### config.mk
export PLATFORM = sky130hd
export DESIGN_NAME = uart_rx_fifo_ctrl_flat
export DESIGN_NICKNAME = d
export VERILOG_FILES = /design/src/rtl/uart_rx_fifo_ctrl_pkg.sv /design/src/rtl/uart_rx_fifo_ctrl_if.sv /design/src/rtl/uart_rx_fifo_ctrl_mem.sv /design/src/rtl/uart_rx_fifo_ctrl.sv /design/src/flat_wrapper.sv
export SDC_FILE = /design/constraint.sdc
export NUM_CORES = 1
export LEC_CHECK = 0
export ABC_AREA = 1
export CELL_PAD_IN_SITES_DETAIL_PLACEMENT = 1
export CELL_PAD_IN_SITES_GLOBAL_PLACEMENT = 1
export CORE_UTILIZATION = 49
export CTS_CLUSTER_DIAMETER = 30
export DETAILED_ROUTE_END_ITERATION = 12
export PLACE_DENSITY = 0.87
export SLEW_MARGIN = 10
export SYNTH_ARGS = -nofsm -noshare
export SYNTH_HDL_FRONTEND = slang
export SYNTH_SLANG_ARGS = --single-unit
### constraint.sdc
create_clock -name clock -period 2.75 [get_ports clock]
set_input_delay 0.55 -clock clock [delete_from_list [all_inputs] [get_ports clock]]
set_output_delay 0.55 -clock clock [all_outputs]
set_load 0.02 [all_outputs]
### src/rtl/uart_rx_fifo_ctrl_pkg.sv
// -----------------------------------------------------------------------------
// uart_rx_pkg
// Shared constants for the UART receive FIFO controller:
//   - irqId encodings (IRQ_NONE, IRQ_LINE, IRQ_DATA, IRQ_TIMEOUT)
//   - flag bit indices within rdFlags and lineStatus
//   - trigger-level decode constants (1, 4, 8, 14 entries)
//   - FIFO entry width ({break, parity, frame, data[7:0]} = 11 bits)
// -----------------------------------------------------------------------------
package uart_rx_pkg;

    localparam int DATA_W  = 8;
    localparam int FLAG_W  = 3;
    localparam int ENTRY_W = DATA_W + FLAG_W;

    // Bit positions inside rdFlags / the flag field of an entry
    localparam int FLAG_FRAME  = 0;
    localparam int FLAG_PARITY = 1;
    localparam int FLAG_BREAK  = 2;

    // Bit positions inside lineStatus
    localparam int LS_FRAME   = 0;
    localparam int LS_PARITY  = 1;
    localparam int LS_BREAK   = 2;
    localparam int LS_OVERRUN = 3;

    localparam logic [4:0] TRIG_1  = 5'd1;
    localparam logic [4:0] TRIG_4  = 5'd4;
    localparam logic [4:0] TRIG_8  = 5'd8;
    localparam logic [4:0] TRIG_14 = 5'd14;

    typedef enum logic [1:0] {
        IRQ_NONE    = 2'd0,
        IRQ_LINE    = 2'd1,
        IRQ_DATA    = 2'd2,
        IRQ_TIMEOUT = 2'd3
    } irqId_t;

    function automatic logic [4:0] triggerDecode(input logic [1:0] level);
        logic [4:0] value;
        unique case (level)
            2'd0:    value = TRIG_1;
            2'd1:    value = TRIG_4;
            2'd2:    value = TRIG_8;
            default: value = TRIG_14;
        endcase
        return value;
    endfunction

endpackage

### src/rtl/uart_rx_fifo_ctrl_if.sv
// -----------------------------------------------------------------------------
// uart_rx_fifo_ctrl_if
// Groups the receiver write side and the CPU read side of the receive FIFO.
//   Receiver -> FIFO : rxWe, rxData, rxFrameError, rxParityError, rxBreak,
//                      rxOverrun
//   FIFO -> receiver : fifoFull
//   CPU -> FIFO      : readAck
//   FIFO -> CPU      : rdData, rdFlags, dataReady
// Modports: master = the receiver/CPU side, slave = the FIFO controller.
// -----------------------------------------------------------------------------
interface uart_rx_fifo_ctrl_if;
    import uart_rx_pkg::*;

    logic              rxWe;
    logic [DATA_W-1:0] rxData;
    logic              rxFrameError;
    logic              rxParityError;
    logic              rxBreak;
    logic              rxOverrun;
    logic              fifoFull;
    logic              readAck;
    logic [DATA_W-1:0] rdData;
    logic [FLAG_W-1:0] rdFlags;
    logic              dataReady;

    modport master (
        output rxWe, rxData, rxFrameError, rxParityError, rxBreak, rxOverrun,
        output readAck,
        input  fifoFull, rdData, rdFlags, dataReady
    );

    modport slave (
        input  rxWe, rxData, rxFrameError, rxParityError, rxBreak, rxOverrun,
        input  readAck,
        output fifoFull, rdData, rdFlags, dataReady
    );

endinterface

### src/rtl/uart_rx_fifo_ctrl_mem.sv
// -----------------------------------------------------------------------------
// uart_rx_fifo_mem
// Storage, pointers and occupancy count of the receive FIFO.
//   clock, reset   : system clock, asynchronous active-low reset
//   wrEn, wrEntry  : push request and entry
//   rdEn           : pop request
//   clear          : synchronous flush, wins over push/pop
//   headEntry      : show-ahead head entry (don't-care when empty)
//   count          : occupancy, DEPTH_LOG2+1 bits
//   full, empty    : occupancy flags
//   pushOk, popOk  : accepted push / pop this cycle
// Full is judged on the pre-pop count, so a push into a full FIFO is dropped
// even if a pop happens in the same cycle; a pop from an empty FIFO is
// ignored even if a push happens in the same cycle.
// -----------------------------------------------------------------------------
module uart_rx_fifo_mem
    import uart_rx_pkg::*;
#(
    parameter int DEPTH_LOG2 = 4
) (
    input  logic                 clock,
    input  logic                 reset,
    input  logic                 wrEn,
    input  logic [ENTRY_W-1:0]   wrEntry,
    input  logic                 rdEn,
    input  logic                 clear,
    output logic [ENTRY_W-1:0]   headEntry,
    output logic [DEPTH_LOG2:0]  count,
    output logic                 full,
    output logic                 empty,
    output logic                 pushOk,
    output logic                 popOk
);

    localparam int CNT_W = DEPTH_LOG2 + 1;

    logic [ENTRY_W-1:0]    storage [2**DEPTH_LOG2];
    logic [DEPTH_LOG2-1:0] wrPtr;
    logic [DEPTH_LOG2-1:0] rdPtr;

    // count never exceeds the depth, so its MSB alone marks full
    assign full   = count[DEPTH_LOG2];
    assign empty  = (count == '0);
    assign pushOk = wrEn && !full;
    assign popOk  = rdEn && !empty;

    always_ff @(posedge clock or negedge reset) begin
        if (!reset) begin
            wrPtr <= '0;
            rdPtr <= '0;
            count <= '0;
        end else if (clear) begin
            wrPtr <= '0;
            rdPtr <= '0;
            count <= '0;
        end else begin
            if (pushOk) wrPtr <= wrPtr + 1'b1;
            if (popOk)  rdPtr <= rdPtr + 1'b1;
            count <= count + CNT_W'(pushOk) - CNT_W'(popOk);
        end
    end

    always_ff @(posedge clock) begin
        if (pushOk && !clear) storage[wrPtr] <= wrEntry;
    end

    assign headEntry = storage[rdPtr];

endmodule

### src/rtl/uart_rx_fifo_ctrl.sv
// -----------------------------------------------------------------------------
// uart_rx_fifo_ctrl
// Receive-side buffer and interrupt controller between the UART receiver and
// the CPU register file.
//   clock, reset     : system clock, asynchronous active-low reset
//   baudRateX16Tick  : 16x baud strobe for the character timeout
//   rxIf (slave)     : receiver write side + CPU show-ahead read side
//   fifoClear        : synchronous flush pulse (sticky bits kept)
//   triggerLevel     : data interrupt threshold 0:1, 1:4, 2:8, 3:14
//   rxIrqEnable      : enables data and timeout interrupts
//   lineIrqEnable    : enables the line-status interrupt
//   lsrRead          : clears sticky line status
//   lineStatus       : {overrun, break, parity, frame} sticky bits
//   fifoErrPending   : some stored entry carries an error flag
//   irq, irqId       : registered prioritised interrupt (line > data > timeout)
// Build option: define UART_RX_TIMEOUT_EN to include the character timeout
// counter and the timeout interrupt (irqId 3).
// -----------------------------------------------------------------------------
module uart_rx_fifo_ctrl
    import uart_rx_pkg::*;
#(
    parameter int DEPTH_LOG2    = 4,
    parameter int TIMEOUT_TICKS = 640
) (
    input  logic                clock,
    input  logic                reset,
    input  logic                baudRateX16Tick,
    uart_rx_fifo_ctrl_if.slave  rxIf,
    input  logic                fifoClear,
    input  logic [1:0]          triggerLevel,
    input  logic                rxIrqEnable,
    input  logic                lineIrqEnable,
    input  logic                lsrRead,
    output logic [3:0]          lineStatus,
    output logic                fifoErrPending,
    output logic                irq,
    output logic [1:0]          irqId
);

    localparam int CNT_W = DEPTH_LOG2 + 1;

    logic [ENTRY_W-1:0] wrEntry;
    logic [ENTRY_W-1:0] headEntry;
    logic [CNT_W-1:0]   count;
    logic               full;
    logic               empty;
    logic               pushOk;
    logic               popOk;

    assign wrEntry = {rxIf.rxBreak, rxIf.rxParityError, rxIf.rxFrameError, rxIf.rxData};

    uart_rx_fifo_mem #(
        .DEPTH_LOG2 (DEPTH_LOG2)
    ) fifoMem (
        .clock     (clock),
        .reset     (reset),
        .wrEn      (rxIf.rxWe),
        .wrEntry   (wrEntry),
        .rdEn      (rxIf.readAck),
        .clear     (fifoClear),
        .headEntry (headEntry),
        .count     (count),
        .full      (full),
        .empty     (empty),
        .pushOk    (pushOk),
        .popOk     (popOk)
    );

    assign rxIf.fifoFull  = full;
    assign rxIf.dataReady = !empty;
    assign rxIf.rdData    = headEntry[DATA_W-1:0];
    assign rxIf.rdFlags   = headEntry[DATA_W +: FLAG_W];

    // ---------------- error-entry count ----------------
    logic [CNT_W-1:0] errCount;
    logic             pushErr;
    logic             popErr;

    assign pushErr = pushOk && (|wrEntry[DATA_W +: FLAG_W]);
    assign popErr  = popOk && (|headEntry[DATA_W +: FLAG_W]);

    always_ff @(posedge clock or negedge reset) begin
        if (!reset) begin
            errCount <= '0;
        end else if (fifoClear) begin
            errCount <= '0;
        end else if (pushErr && !popErr) begin
            errCount <= errCount + 1'b1;
        end else if (popErr && !pushErr) begin
            errCount <= errCount - 1'b1;
        end
    end

    assign fifoErrPending = (errCount != '0);

    // ---------------- sticky line status ----------------
    logic       rxOverrunQ;
    logic [3:0] stickySet;

    always_comb begin
        stickySet             = '0;
        stickySet[LS_FRAME]   = pushOk && rxIf.rxFrameError;
        stickySet[LS_PARITY]  = pushOk && rxIf.rxParityError;
        stickySet[LS_BREAK]   = pushOk && rxIf.rxBreak;
        stickySet[LS_OVERRUN] = (rxIf.rxWe && full) || (rxIf.rxOverrun && !rxOverrunQ);
    end

    always_ff @(posedge clock or negedge reset) begin
        if (!reset) begin
            rxOverrunQ <= 1'b0;
            lineStatus <= '0;
        end else begin
            rxOverrunQ <= rxIf.rxOverrun;
            // a new event in the same cycle as the LSR read survives the clear
            lineStatus <= lsrRead ? stickySet : (lineStatus | stickySet);
        end
    end

    // ---------------- character timeout ----------------
    logic timeoutPending;

`ifdef UART_RX_TIMEOUT_EN
    localparam int              TO_W   = $clog2(TIMEOUT_TICKS + 1);
    localparam logic [TO_W-1:0] TO_MAX = TO_W'(TIMEOUT_TICKS);

    logic [TO_W-1:0] timeoutCnt;

    always_ff @(posedge clock or negedge reset) begin
        if (!reset) begin
            timeoutCnt <= '0;
        end else if (fifoClear || pushOk || popOk || empty) begin
            timeoutCnt <= '0;
        end else if (baudRateX16Tick && (timeoutCnt != TO_MAX)) begin
            timeoutCnt <= timeoutCnt + 1'b1;
        end
    end

    assign timeoutPending = (timeoutCnt == TO_MAX) && !empty;
`else
    localparam int unusedTimeoutTicks = TIMEOUT_TICKS;
    logic          unusedTick;

    assign unusedTick     = baudRateX16Tick;
    assign timeoutPending = 1'b0;
`endif

    // ---------------- prioritised interrupt ----------------
    logic [CNT_W-1:0] trigValue;
    irqId_t           irqNext;

    assign trigValue = CNT_W'(triggerDecode(triggerLevel));

    always_comb begin
        irqNext = IRQ_NONE;
        if (lineIrqEnable && ((|lineStatus) || fifoErrPending)) begin
            irqNext = IRQ_LINE;
        end else if (rxIrqEnable && (count >= trigValue)) begin
            irqNext = IRQ_DATA;
        end else if (rxIrqEnable && timeoutPending) begin
            irqNext = IRQ_TIMEOUT;
        end
    end

    always_ff @(posedge clock or negedge reset) begin
        if (!reset) begin
            irq   <= 1'b0;
            irqId <= IRQ_NONE;
        end else begin
            irq   <= (irqNext != IRQ_NONE);
            irqId <= irqNext;
        end
    end

endmodule

### src/flat_wrapper.sv
// flat-port wrapper written by rule: the top's interface ports become plain ports
module uart_rx_fifo_ctrl_flat import uart_rx_pkg::*;
#(
    parameter int DEPTH_LOG2    = 4,
    parameter int TIMEOUT_TICKS = 640
)
  (clock, reset, baudRateX16Tick, fifoClear, triggerLevel, rxIrqEnable, lineIrqEnable, lsrRead, lineStatus, fifoErrPending, irq, irqId, rxIf_rxWe, rxIf_rxData, rxIf_rxFrameError, rxIf_rxParityError, rxIf_rxBreak, rxIf_rxOverrun, rxIf_readAck, rxIf_fifoFull, rxIf_rdData, rxIf_rdFlags, rxIf_dataReady);
  uart_rx_fifo_ctrl_if rxIf_i ();
  input  logic clock;
  input  logic reset;
  input  logic baudRateX16Tick;
  input  logic fifoClear;
  input  logic [1:0] triggerLevel;
  input  logic rxIrqEnable;
  input  logic lineIrqEnable;
  input  logic lsrRead;
  output logic [3:0] lineStatus;
  output logic fifoErrPending;
  output logic irq;
  output logic [1:0] irqId;
  input wire logic [$bits(rxIf_i.rxWe)-1:0] rxIf_rxWe;
  input wire logic [$bits(rxIf_i.rxData)-1:0] rxIf_rxData;
  input wire logic [$bits(rxIf_i.rxFrameError)-1:0] rxIf_rxFrameError;
  input wire logic [$bits(rxIf_i.rxParityError)-1:0] rxIf_rxParityError;
  input wire logic [$bits(rxIf_i.rxBreak)-1:0] rxIf_rxBreak;
  input wire logic [$bits(rxIf_i.rxOverrun)-1:0] rxIf_rxOverrun;
  input wire logic [$bits(rxIf_i.readAck)-1:0] rxIf_readAck;
  output wire logic [$bits(rxIf_i.fifoFull)-1:0] rxIf_fifoFull;
  output wire logic [$bits(rxIf_i.rdData)-1:0] rxIf_rdData;
  output wire logic [$bits(rxIf_i.rdFlags)-1:0] rxIf_rdFlags;
  output wire logic [$bits(rxIf_i.dataReady)-1:0] rxIf_dataReady;
  assign rxIf_i.rxWe = rxIf_rxWe;
  assign rxIf_i.rxData = rxIf_rxData;
  assign rxIf_i.rxFrameError = rxIf_rxFrameError;
  assign rxIf_i.rxParityError = rxIf_rxParityError;
  assign rxIf_i.rxBreak = rxIf_rxBreak;
  assign rxIf_i.rxOverrun = rxIf_rxOverrun;
  assign rxIf_i.readAck = rxIf_readAck;
  assign rxIf_fifoFull = rxIf_i.fifoFull;
  assign rxIf_rdData = rxIf_i.rdData;
  assign rxIf_rdFlags = rxIf_i.rdFlags;
  assign rxIf_dataReady = rxIf_i.dataReady;
  uart_rx_fifo_ctrl #(.DEPTH_LOG2(DEPTH_LOG2), .TIMEOUT_TICKS(TIMEOUT_TICKS)) u_core (.clock(clock), .reset(reset), .baudRateX16Tick(baudRateX16Tick), .rxIf(rxIf_i), .fifoClear(fifoClear), .triggerLevel(triggerLevel), .rxIrqEnable(rxIrqEnable), .lineIrqEnable(lineIrqEnable), .lsrRead(lsrRead), .lineStatus(lineStatus), .fifoErrPending(fifoErrPending), .irq(irq), .irqId(irqId));
endmodule
==> results of run 1 <==
[layout make-up]
class | instances | area, um2
diodes | 1 | 2.50
flip-flops and latches | 202 | 5940
clock inverters | 29 | 324
repair buffers | 116 | 1270
fillers | 1592 | 5540
well taps | 225 | 282
clock buffers | 47 | 1080
multi-input cells | 419 | 2540
inverters | 67 | 260
[state kept, by name (all words and copies together) (netlist names)]
signal / cells
u_core.fifoMem.storage: 176
u_core.errCount: 5
u_core.fifoMem.count: 5
u_core.fifoMem.rdPtr: 4
u_core.fifoMem.wrPtr: 4
u_core.lineStatus: 4
u_core.irqId: 2
u_core.irq: 1
u_core.rxOverrunQ: 1
[cell usage in the layout, fill, tap and decap left out, types with 7 or more instances in the layout]
cell type          n
o221ai_1          25
clkdlybuf4s50_1   31
o211ai_1           7
dfrtp_1           25
nor3_2            12
clkinvlp_4         8
buf_12             9
nand3_2           12
nand2_2           10
nand3_1           37
ha_1              17
buf_16             8
buf_4             54
o21ai_1           20
o21ai_0           61
buf_2              9
nor2_1            91
clkbuf_16         43
a21oi_1            7
inv_1             57
inv_2              7
edfxtp_1         176
nand2_1           69
[where the power goes]
part           switching [mW]  internal (mW)  leakage, nW
Clock                    1.89           3.31        0.667
Combinational            2.44           1.45         1.88
Sequential              0.161           3.48         1.92
[routing by layer]
| metal | global-route usage (%) | part of all wire, % | vias to the layer above |
|---|---|---|---|
| li1 | - | - | 2853 |
| met1 | 45.5 | 34 | 3685 |
| met2 | 62.4 | 48 | 669 |
| met3 | 8.78 | 10 | 221 |
| met4 | 25.3 | 7.5 | 0 |
| met5 | 0 | 0 | - |
[kinds of logic (layout without fill, tap and decap cells)]
kind of cell	after synthesis	in the layout
adders and majority gates	21	21
AOI/OAI and AO/OA	142	142
buffers and inverters	103	259
DFF	202	202
and+or+nand+nor	252	252
xor gates and xnor gates	4	4
other	0	1
[repair_timing]
action	in CTS	in global routing
gates resized for setup	89	44
endpoints found under the hold margin	0	0
setup endpoints to repair	14	15
cloned	8	2
setup buffers	6	11
pin swaps	20	21
[worst max path at each step]
| stage | startpoint | end | slack (ns) |
|---|---|---|---|
| 2_1_floorplan | u_core.fifoMem.count[3] | u_core.fifoMem.count[4] | 0.02 |
| 3_3_place_gp | rxIf_rxWe | u_core.errCount[4] | -0.04 |
| 3_5_place_dp | rxIf_rxWe | u_core.errCount[4] | -0.17 |
| 4_1_cts | u_core.fifoMem.rdPtr[0] | u_core.errCount[4] | -0.03 |
| 5_1_grt | u_core.fifoMem.rdPtr[0] | rxIf_rdData[5] | -0.27 |
| 6_report | u_core.fifoMem.rdPtr[0] | rxIf_rdData[5] | -0.28 |
==> flow_summary.ini, run 1 <==
[sta]
relSlewSlack_pct = 50.8
fin_crit_sh_pct = 110
min_period_ns = 3.03
worst_pin_slew_ns = 0.736
slew_viol_final = 0
timing.fmax_mhz = 330
hold_viol_final = 0
setup_viol = 14
rsz0062_at_grt = yes
hold_ws_ns = 0.452
skew_ns = 0.0172
layout_setup_ws_ns = -0.279
setup-tns-final_ns = -1.61

[critical_path]
cp-end-kind = primary output
crit_required_ns = 2.20
path_max_fanout = 23
reg2reg_slack_ns = -0.27
timing.rr.start = u_core.fifoMem.rdPtr[0]
worst-path-buf-inv = 3
r2r-end = u_core.errCount[4]
crit_type = reg2out
cpPeakStageDelay_ns = 0.50
start_kind = flip-flop
worstPathArrival_ns = 2.48
worst_path_max_delay_cell = o21ai_0
path_depth = 7
reg2reg_depth = 18
path_cells = clkinv_4 > buf_12 > o21ai_0 > o221ai_2 > nand3_1 > nand2_1 > buf_2
crit_family = compound AO/OA/AOI/OAI gates

[synth]
synth_top_family_by_area = simple AND/OR/NAND/NOR gates
async_reset_ff_share_pct = 12.9
yosysMostFrequentCell = edfxtp_1
synth_top_cell_area_share_pct = 61.2
synthAdderAreaFrac_pct = 3.22
syn_inst = 724
synth-edff-count = 176
synthDistinctLibCells = 39
yosys_warnings = 0
synth_seq_area_share_pct = 68.8
syn_area_um2 = 8630
synth_commonest_cells = edfxtp_1, nor2_1, nand2_1, o21ai_0, inv_1
yosys_most_used_dff = edfxtp_1
yosys.area_share.xor_xnor_pct = 0.406
synth_top_area_cell = edfxtp_1
synth.area.top_cells = edfxtp_1, dfrtp_1, o21ai_0, nor2_1, nand2_1
ys_seq_elements = 202
synthMuxAreaShare_pct = 0
syn_area_per_cell_um2 = 11.9
syn_nets = 768
synth-simple-area-share_pct = 12.5
synth-compound-area-share_pct = 10.0

[global_routing]
antenna_found_initial = 1
grt_pass1_wl_mm = 49.2
grt_pass1_vias = 7667
grt_usage_pct = 38.2
grt.overflow.total = 0
grt_start_max_net_pins = 44

[routing]
drtIter0Drc = 899
drc_errors = 0
dr.pass1.iters = 7
wl_per_cell_um = 33.2
vias_per_cell = 6.72
vias = 7428
routed_wl_mm = 36.8
antenna_left = 0

[final_layout]
drive_above_1_share_pct = 25.8
final_cells = 1106
postLayoutCellArea_um2 = 11700
syn2layout_area_growth_pct = 35.4
final_nets = 891
postLayoutCoreUtil_pct = 67.8

[die]
rows = 48
die_h_um = 135
core-area_um2 = 17200
initial_utilization_pct = 50.1
io_pins = 44
die_w_um = 135
die_area_um2 = 18200

[run]
cap_viol_max_count = 0

[power_and_ir_drop]
leakage_nw = 4.46
total_power_mw = 12.7
max-vdd-ir-drop_v = 0.000756
pwr_density_cell_nw_per_um2 = 1090

[place]
gp_congestion = 0.815
dp_hpwl_mm = 16.0
dpl_cell_area_um2 = 9670
dpl.cell_count = 1003
io_buffer_count = 42
place_ws_ns = -0.166

[cts]
clk_pin_slew_worst_paths_ns = 0.06
numClockSinks = 202
clkLatencyLatePin_ns = 0.53
cts_made_buffers = 41
cts_tree = built
htreeDepth = 2
postCtsHoldBufs = 0
ctsRootBufferMaster = clkbuf_16
clockBufferDepth = 3

[status]
violations = negative setup slack
status = complete, but fails checks

[worst_hold_path]
holdCritPathClass = in2async
Note: power is estimated with default switching activity, not from simulation.
==> run 2: changes to the inputs <==
Settings changed: CORE_UTILIZATION 49 to 48, SYNTH_HIERARCHICAL from default to 1.
==> run 2 against run 1 <==
The flow still finishes with violations (negative setup slack). Register-to-register slack better by 0.23 ns. Final cell count up 20%. Synthesized area up 6.8%. Setup slack better by 0.18 ns. Sequential cell count unchanged. Critical path depth up 1. Core utilization down 2.2 points. Clock skew up 0.0048 ns. Global-route usage down 4.4 points. Count of clock-buffer cells in the layout up 3. Largest power group unchanged.
==> flow_summary.ini, run 2 <==
[critical_path]
cpPeakStageDelay_ns = 0.57
worstPathArrival_ns = 2.30
cp-end-kind = primary output
worst_path_max_delay_cell = dfrtp_4
worst-path-buf-inv = 3
crit_family = simple AND/OR/NAND/NOR gates
path_max_fanout = 14
crit_required_ns = 2.20
crit_type = reg2out
path_cells = buf_4 > clkbuf_16 > nor2_4 > nor2_1 > nor2_1 > nand2_1 > nand2_1 > buf_4
start_kind = flip-flop

[sta]
fin_crit_sh_pct = 104
layout_setup_ws_ns = -0.0989
worst_pin_slew_ns = 0.653
relSlewSlack_pct = 56.3
slew_viol_final = 0
setup-tns-final_ns = -0.196
hold_viol_final = 0
rsz0062_at_grt = yes
setup_viol = 4
min_period_ns = 2.85
skew_ns = 0.0220
timing.fmax_mhz = 351
hold_ws_ns = 0.428

[die]
io_pins = 44
rows = 50
core-area_um2 = 18800
die_area_um2 = 19800
initial_utilization_pct = 49.1
die_h_um = 141
die_w_um = 141

[routing]
dr.pass1.iters = 5
antenna_left = 0
drc_errors = 0
drtIter0Drc = 821
routed_wl_mm = 35.5
wl_per_cell_um = 26.8
vias = 7804
vias_per_cell = 5.89

[final_layout]
postLayoutCellArea_um2 = 12300
top_regs = u_core/fifoMem/storage (176), u_core/errCount (5), u_core/fifoMem/count (5)
syn2layout_area_growth_pct = 33.7
diodes = 0
seqCellArea_um2 = 5940
postLayoutCoreUtil_pct = 65.7
fillers = 1935
final_cells = 1324
final_common_cell = nand2_1
largest_reg_flops = 176
final_cell_mix = nand2_1, edfxtp_1, inv_1
regMostFlops = u_core/fifoMem/storage
multiInputGateArea_um2 = 2860
final_nets = 1099
drive_above_1_share_pct = 23.1

[worst_hold_path]
holdCritPathClass = in2async

[global_routing]
grt_usage_pct = 33.8
grt_start_max_net_pins = 56
grt_pass1_wl_mm = 48.9
antenna_found_initial = 0
grt.overflow.total = 0
grt_pass1_vias = 8358

[place]
place_ws_ns = -0.135
dpl_cell_area_um2 = 10200
dpl.cell_count = 1215
dp_hpwl_mm = 16.7
io_buffer_count = 42
gp_congestion = 0.810

[synth]
synth-edff-count = 176
synth.area.top_cells = edfxtp_1, nand2_1, dfrtp_1, nand3_1, inv_1
synth_top_cell_area_share_pct = 57.3
synthDistinctLibCells = 32
yosys_warnings = 6
async_reset_ff_share_pct = 12.9
synth_top_area_cell = edfxtp_1
synth_seq_area_share_pct = 64.4
synth_commonest_cells = nand2_1, edfxtp_1, inv_1
syn_area_per_cell_um2 = 10.0
ys_seq_elements = 202
syn_inst = 919
yosysMostFrequentCell = nand2_1
syn_area_um2 = 9220
syn_nets = 963
yosys_most_used_dff = edfxtp_1

[power_and_ir_drop]
total_power_mw = 12.5
max-vdd-ir-drop_v = 0.000689
leakage_nw = 5.31
pwr_density_cell_nw_per_um2 = 1010

[cts]
postCtsHoldBufs = 0
clockBufferDepth = 3
cts_made_buffers = 44
clk_pin_slew_worst_paths_ns = 0.05
cts_tree = built
numClockSinks = 202
htreeDepth = 2
ctsRootBufferMaster = clkbuf_16
clkLatencyLatePin_ns = 0.53

[run]
cap_viol_max_count = 0

[status]
violations = negative setup slack
status = complete, but fails checks
[run 2: changes by cell type in the layout (fill, tap and decap cells not counted), moves of 9 or more]
cell      delta
buf_4       +18
nor2_1      -18
nand2_2      +9
o21ai_0     -50
o21ai_1     -20
inv_1       +53
nand2_1    +228
nand3_1     +38
o221ai_1    -25
[run 2: kinds of logic (layout without fill, tap and decap cells)]
kind of cell,Yosys count,after routing,share of synthesized area (%)
compound gates,24,24,1.55
xor+xnor,4,4,0.380
fa+ha+maj,21,21,3.01
buf+inv,152,323,7.58
flops,202,202,64.4
simple gates,516,516,23.1
[run 2: final timing paths]
| check | from | endpoint | slack (ns) | cells after the start |
|---|---|---|---|---|
| worst min register to register | u_core/lineStatus[1] | u_core/lineStatus[1] | 0.55 | 2 |
| max in group asynchronous | reset | u_core/rxOverrunQ | 1.75 | 2 |
| worst max register to register | u_core/fifoMem/rdPtr[0] | u_core/errCount[4] | -0.04 | 20 |
| worst min-delay path | reset | u_core/lineStatus[1] | 0.43 | 1 |
| worst max-delay path | u_core/fifoMem/rdPtr[0] | rxIf_rdData[6] | -0.1 | 8 |
| min in group clock | rxIf_rxOverrun | u_core/rxOverrunQ | 0.51 | 1 |
[run 2: timing repair]
action	4_1_cts	5_1_grt
buffers inserted	11	12
pin swaps	4	28
resized for setup	78	61
gates cloned	3	4
endpoints found under the setup margin	15	13
[run 2: cell type report]
| type | count | share of cell area, % |
|---|---|---|
| timing repair inverter | 1 | 0.0406 |
| clock buffer | 50 | 9.71 |
| tap | 234 | 2.38 |
| clock inverter | 31 | 3.23 |
| sequential | 202 | 48.2 |
| multi-input combinational | 565 | 23.2 |
| timing repair buffer | 124 | 9.53 |
| inverter | 117 | 3.72 |
[run 2: worst reg2reg max path, cell delays in order, from the launching register on]
cell	delay, ns
dfrtp_4	0.55
clkinv_8	0.12
buf_8	0.15
nand2_1	0.09
nand3_1	0.08
nand2_1	0.14
nor2_2	0.06
nand2_4	0.07
nand2_4	0.06
nor2_4	0.12
nand2_2	0.07
nand2_2	0.09
nand2_4	0.08
fa_2	0.40
nand2_1	0.07
nand2_1	0.06
a21oi_2	0.16
inv_1	0.07
nand3_1	0.10
nand3_2	0.08
nand2_1	0.07
[run 2: where the power goes]
part	switching, mW	internal, mW	leakage, nW
Sequential	0.139	3.48	1.92
Combinational	1.92	1.19	2.61
Clock	1.78	3.95	0.785
Total	3.84	8.61	5.31
[run 2: layer usage]
layer,vias up,GRT usage (%),part of all wire (%)
li1,3265,-,-
met1,3836,38.4,35
met2,522,59.4,50
met3,181,7.01,8.3
met4,0,19.2,6.9
met5,-,0,0
